## src/rtl/clock_ctrl_pkg.sv

```systemverilog
// Shared mode encodings for the time-of-day sequencer.
// The mode port carries these values directly, so the enum is tied to the localparams.
package clock_ctrl_pkg;

  localparam logic [1:0] MODE_RUN     = 2'b00;
  localparam logic [1:0] MODE_SET_HR  = 2'b01;
  localparam logic [1:0] MODE_SET_MIN = 2'b10;

  typedef enum logic [1:0] {
    ST_RUN     = MODE_RUN,
    ST_SET_HR  = MODE_SET_HR,
    ST_SET_MIN = MODE_SET_MIN,
    ST_BAD     = 2'b11
  } mode_e;

  // RUN -> SET_HR -> SET_MIN -> RUN. The unused code also lands in RUN.
  function automatic mode_e next_mode(input mode_e cur);
    case (cur)
      ST_RUN:    return ST_SET_HR;
      ST_SET_HR: return ST_SET_MIN;
      default:   return ST_RUN;
    endcase
  endfunction

endpackage

```

## src/rtl/btn_edge_sync.sv

```systemverilog
// Two-flop synchronizer followed by a registered rising-edge detector.
// A pin edge shows up as a single-cycle pulse three clocks later.
module btn_edge_sync (
  input  logic clk,
  input  logic cr,
  input  logic btn,
  output logic pulse
);

  logic meta_q, meta_d;
  logic sync_q, sync_d;
  logic prev_q, prev_d;
  logic pulse_q, pulse_d;

  always_comb begin
    meta_d  = btn;
    sync_d  = meta_q;
    prev_d  = sync_q;
    pulse_d = sync_q & ~prev_q;
  end

  always_ff @(posedge clk or negedge cr) begin
    if (!cr) begin
      meta_q  <= 1'b0;
      sync_q  <= 1'b0;
      prev_q  <= 1'b0;
      pulse_q <= 1'b0;
    end else begin
      meta_q  <= meta_d;
      sync_q  <= sync_d;
      prev_q  <= prev_d;
      pulse_q <= pulse_d;
    end
  end

  assign pulse = pulse_q;

endmodule

```

## src/rtl/clock_mode_ctrl.sv

```systemverilog
// Time-of-day sequencer: 1 Hz prescaler, RUN/SET_HR/SET_MIN mode FSM driven by two buttons,
// registered count enables for the sec/min/hr counters and registered digit-blink outputs.
module clock_mode_ctrl
  import clock_ctrl_pkg::*;
#(
  parameter int CLK_HZ    = 50_000_000,
  parameter int BLINK_DIV = 12_500_000
) (
  input  logic       clk,
  input  logic       cr,
  input  logic       btn_mode,
  input  logic       btn_inc,
  input  logic       sec_carry,
  input  logic       min_carry,
  output logic       en_sec,
  output logic       en_min,
  output logic       en_hr,
  output logic [1:0] mode,
  output logic       blink_hr,
  output logic       blink_min
);

  localparam int PW = (CLK_HZ > 1) ? $clog2(CLK_HZ) : 1;
  localparam int BW = (BLINK_DIV > 1) ? $clog2(BLINK_DIV) : 1;
  localparam logic [PW-1:0] PRE_TC   = PW'(CLK_HZ - 1);
  localparam logic [BW-1:0] BLINK_TC = BW'(BLINK_DIV - 1);

  logic mode_pulse;
  logic inc_pulse;

  btn_edge_sync u_mode_sync (
    .clk   (clk),
    .cr    (cr),
    .btn   (btn_mode),
    .pulse (mode_pulse)
  );

  btn_edge_sync u_inc_sync (
    .clk   (clk),
    .cr    (cr),
    .btn   (btn_inc),
    .pulse (inc_pulse)
  );

  mode_e           mode_q, mode_d;
  logic [PW-1:0]   pre_q, pre_d;
  logic [BW-1:0]   bcnt_q, bcnt_d;
  logic            phase_q, phase_d;
  logic            en_sec_q, en_sec_d;
  logic            en_min_q, en_min_d;
  logic            en_hr_q, en_hr_d;
  logic            blink_hr_q, blink_hr_d;
  logic            blink_min_q, blink_min_d;
  logic            tick;
  logic            mode_change;

  always_comb begin
    tick     = (pre_q == PRE_TC);
    pre_d    = tick ? '0 : pre_q + PW'(1);
    mode_d   = mode_q;
    en_sec_d = 1'b0;
    en_min_d = 1'b0;
    en_hr_d  = 1'b0;

    // Enables always use the pre-transition mode; a mode change swallows a same-cycle inc.
    case (mode_q)
      ST_RUN: begin
        en_sec_d = tick;
        en_min_d = tick & sec_carry;
        en_hr_d  = tick & sec_carry & min_carry;
      end
      ST_SET_HR: begin
        en_hr_d = inc_pulse & ~mode_pulse;
      end
      ST_SET_MIN: begin
        en_min_d = inc_pulse & ~mode_pulse;
        if (mode_pulse) pre_d = '0;
      end
      default: ;
    endcase

    if (mode_pulse || (mode_q == ST_BAD)) mode_d = next_mode(mode_q);
    mode_change = (mode_d != mode_q);

    // Restarting the blink divider on a mode change keeps the new digits lit for a full phase.
    if (mode_change) begin
      bcnt_d  = '0;
      phase_d = 1'b0;
    end else if (bcnt_q == BLINK_TC) begin
      bcnt_d  = '0;
      phase_d = ~phase_q;
    end else begin
      bcnt_d  = bcnt_q + BW'(1);
      phase_d = phase_q;
    end

    blink_hr_d  = (mode_d == ST_SET_HR) & phase_d;
    blink_min_d = (mode_d == ST_SET_MIN) & phase_d;
  end

  always_ff @(posedge clk or negedge cr) begin
    if (!cr) begin
      mode_q      <= ST_RUN;
      pre_q       <= '0;
      bcnt_q      <= '0;
      phase_q     <= 1'b0;
      en_sec_q    <= 1'b0;
      en_min_q    <= 1'b0;
      en_hr_q     <= 1'b0;
      blink_hr_q  <= 1'b0;
      blink_min_q <= 1'b0;
    end else begin
      mode_q      <= mode_d;
      pre_q       <= pre_d;
      bcnt_q      <= bcnt_d;
      phase_q     <= phase_d;
      en_sec_q    <= en_sec_d;
      en_min_q    <= en_min_d;
      en_hr_q     <= en_hr_d;
      blink_hr_q  <= blink_hr_d;
      blink_min_q <= blink_min_d;
    end
  end

  assign en_sec    = en_sec_q;
  assign en_min    = en_min_q;
  assign en_hr     = en_hr_q;
  assign mode      = mode_q;
  assign blink_hr  = blink_hr_q;
  assign blink_min = blink_min_q;

endmodule

```

## config.mk

```make
export PLATFORM = sky130hd
export DESIGN_NAME = clock_mode_ctrl
export DESIGN_NICKNAME = d
export VERILOG_FILES = /design/src/rtl/clock_ctrl_pkg.sv /design/src/rtl/btn_edge_sync.sv /design/src/rtl/clock_mode_ctrl.sv
export SDC_FILE = /design/constraint.sdc
export NUM_CORES = 1
export LEC_CHECK = 0
export CAP_MARGIN = 20
export CORE_AREA = 3 3 130 69
export DETAILED_ROUTE_END_ITERATION = 10
export DIE_AREA = 0 0 133 72
export HOLD_SLACK_MARGIN = 0.12
export PLACE_DENSITY_LB_ADDON = 0.08
export RECOVER_POWER = 25
export SLEW_MARGIN = 20
export SYNTH_ARGS = -nofsm -noshare
export SYNTH_HDL_FRONTEND = slang
export SYNTH_SLANG_ARGS = --single-unit
```

## constraint.sdc

```tcl
create_clock -name clk -period 6.1 [get_ports clk]
set_input_delay 0.61 -clock clk [delete_from_list [all_inputs] [get_ports clk]]
set_output_delay 0.61 -clock clk [all_outputs]
set_load 0.02 [all_outputs]
```

==> results_dict.tcl <==
set metrics [dict create \
    status "completed" \
    synth_area_mm2 0.00313 \
    synth_edf_count 0 \
    placed_area_mm2 0.00335 \
    die-area_mm2 0.00958 \
    hold_depth 0 \
    root_buffer "clkbuf_16" \
    grt_pass1_vias 2340 \
    dp_hpwl_um 4220 \
    cts_tree "built" \
    viasPerCell 5.39 \
    rr_startpoint "bcnt_q[5]" \
    reg2reg_depth 4 \
    final_common_cell "dfrtp_1" \
    crit_fanout 9 \
    num_rows 23 \
    finalSetupViolations 0 \
    cap_viol_max_count 0 \
    drt_iter0_drc 176 \
    synth-seq-cells 66 \
    layout.nets 336 \
    stdcell_count 444 \
    clkSinkCount 66 \
    drive_gt1_share_pct 6.63 \
    ys_types 37 \
    start_util_pct 39.6 \
    grt.total_usage_pct 14.7 \
    critPathCaptureType "flop" \
    avgRoutedWirePerCell_um 14.3 \
    p_total_mw 1.22 \
    arrival_ns 2.41 \
    r2r_slack_ns 3.94 \
    ys.flop_type "dfrtp_1" \
    fp.dieW_um 133 \
    wirelength_um 6350 \
    path_cells "nand4_2, or4_1, or4_1, a21oi_1" \
    hold_viol 0 \
    placed_cells 429 \
    finalSetupTns_ns 0 \
    ir_worst_vdd_mv 0.145 \
    fill_cells 751 \
    worstSetupStartpoint "bcnt_q[5]" \
    antenna_found_initial 0 \
    relSlewSlack_pct 44.5 \
    syn2layout_area_growth_pct 16.8 \
    grt_setup_unrepaired "no" \
    async_flop_share_pct 100 \
    cp-start-kind "flop" \
    leakage_nw 1.45 \
    drc 0 \
    antenna_left 0 \
    gp_routability_congestion 0.784 \
    powerDensity_mw_per_mm2 332 \
    clk_latency_ns 0.33 \
    n_antenna_cell 0 \
    synth_fp_nets 324 \
    cts_resized 0 \
    path_class "reg -> reg" \
    period_needed_ns 2.16 \
    setup_ws_ns 3.94 \
    yosysWarnings 0 \
    fmax_ghz 0.463 \
    avgSynthCellArea_um2 9.91 \
    cpPeakStageDelay_ns 0.70 \
    largest_register_ffs 26 \
    fin_util_pct 46.2 \
    cts_buffers 9 \
    final_cell_mix "66 x dfrtp_1, 34 x nor2_1, 25 x a21oi_1, 19 x nand3_1, 18 x nand2_1" \
    hold_slack_ns 0.352 \
    worstReg2RegEnd "bcnt_q[23]" \
    cp_slowest_cell "or4_1" \
    crit_top_cell "or4_1" \
    die_h_um 72 \
    htreeDepth 3 \
    cts_setup_buffers 0 \
    required_ns 6.35 \
    tightest_slew_ns 0.832 \
    design_area_mm2 0.00366 \
    globalRouteOverflowTotal 0 \
    clk_path_buf_depth 2 \
    regMostFlops "pre_q" \
    fin_skew_ns 0.00537 \
    seq_area_frac_synth_pct 52.7 \
    dr_total_vias 2392 \
    path_clk_slew_ns 0.05 \
    post-route-period-util_pct 35.4 \
    io_pins 13 \
    grt_max_degree 67 \
    min_from "u_inc_sync.meta_q" \
    netlist_instances 316 \
    cts_hold_buf 0 \
    slew_viol_final 0 \
    place_ws_ns 3.99 \
    core_area_mm2 0.00791 \
    hp-class "reg -> reg" \
    holdPathEnd "u_inc_sync.prev_d" \
    grt_pass1_wl_um 11300 \
    portBuffers 12 \
    drt-pass1-iter-count 4 \
]
[worst max-delay path by stage]
stage,end,slack [ns],cells after the start
after floorplan,bcnt_q[23],4.15,6
after global placement,blink_hr,4.01,5
after detailed placement,blink_hr,3.99,5
after CTS,bcnt_q[23],3.95,4
after global routing,blink_hr,3.75,5
final,bcnt_q[23],3.94,4
[cells in the mapped netlist (3+ instances only)]
library cell,n,area [um2]
a21oi_1,25,125
and3_1,5,31.3
and4_1,7,61.3
buf_2,3,15.0
clkbuf_1,10,37.5
dfrtp_1,66,1650
inv_1,7,26.3
nand2_1,18,67.6
nand3_1,19,95.1
nand4_1,17,106
nor2_1,34,128
nor3_1,3,15.0
nor4_1,5,31.3
nor4b_1,4,35.0
o21ai_0,9,45.0
o21ai_1,3,15.0
o31ai_1,12,90.1
or3_1,10,62.6
or4_1,14,105
xnor2_1,13,114
xor2_1,12,105
[layout make-up]
type	instances	area, um2	share of cell area (%)
Sequential cell	66	1650	45.1
Multi-Input combinational cell	229	1400	38.2
Clock buffer	13	270	7.39
Tap cell	112	140	3.83
Timing Repair Buffer	15	138	3.76
Clock inverter	2	35.0	0.958
Inverter	7	26.3	0.718
[report_power, final]
group	internal, mW	switching [mW]	total, mW
combinational	0.0667	0.0857	0.152
sequential	0.483	0.0579	0.541
clock	0.346	0.176	0.523
[cell families after synthesis]
family                     after synthesis  share of synthesized area, %
and+or+nand+nor                        148                          26.7
DFF                                     66                          52.7
AOI/OAI and AO/OA                       54                          10.1
xor gates and xnor gates                25                          6.99
buffers and inverters                   21                          2.64
adders and majority gates                2                         0.799
[metal layers]
| metal | vias up | GRT usage, % | wire (um) |
|---|---|---|---|
| met5 | - | 0 | 0 |
| met4 | 0 | 4.95 | 59 |
| met3 | 8 | 5.19 | 209 |
| met2 | 23 | 22.6 | 2970 |
| met1 | 1188 | 19.4 | 3110 |
| li1 | 1173 | - | - |
[critical path: cells and delay by family (launching register included)]
family,cells,cell delay [ns]
flip-flops,1,0.48
AND/OR/NAND/NOR,3,1.45
AO/OA/AOI/OAI,1,0.17
Note: power is estimated with default switching activity, not from simulation.
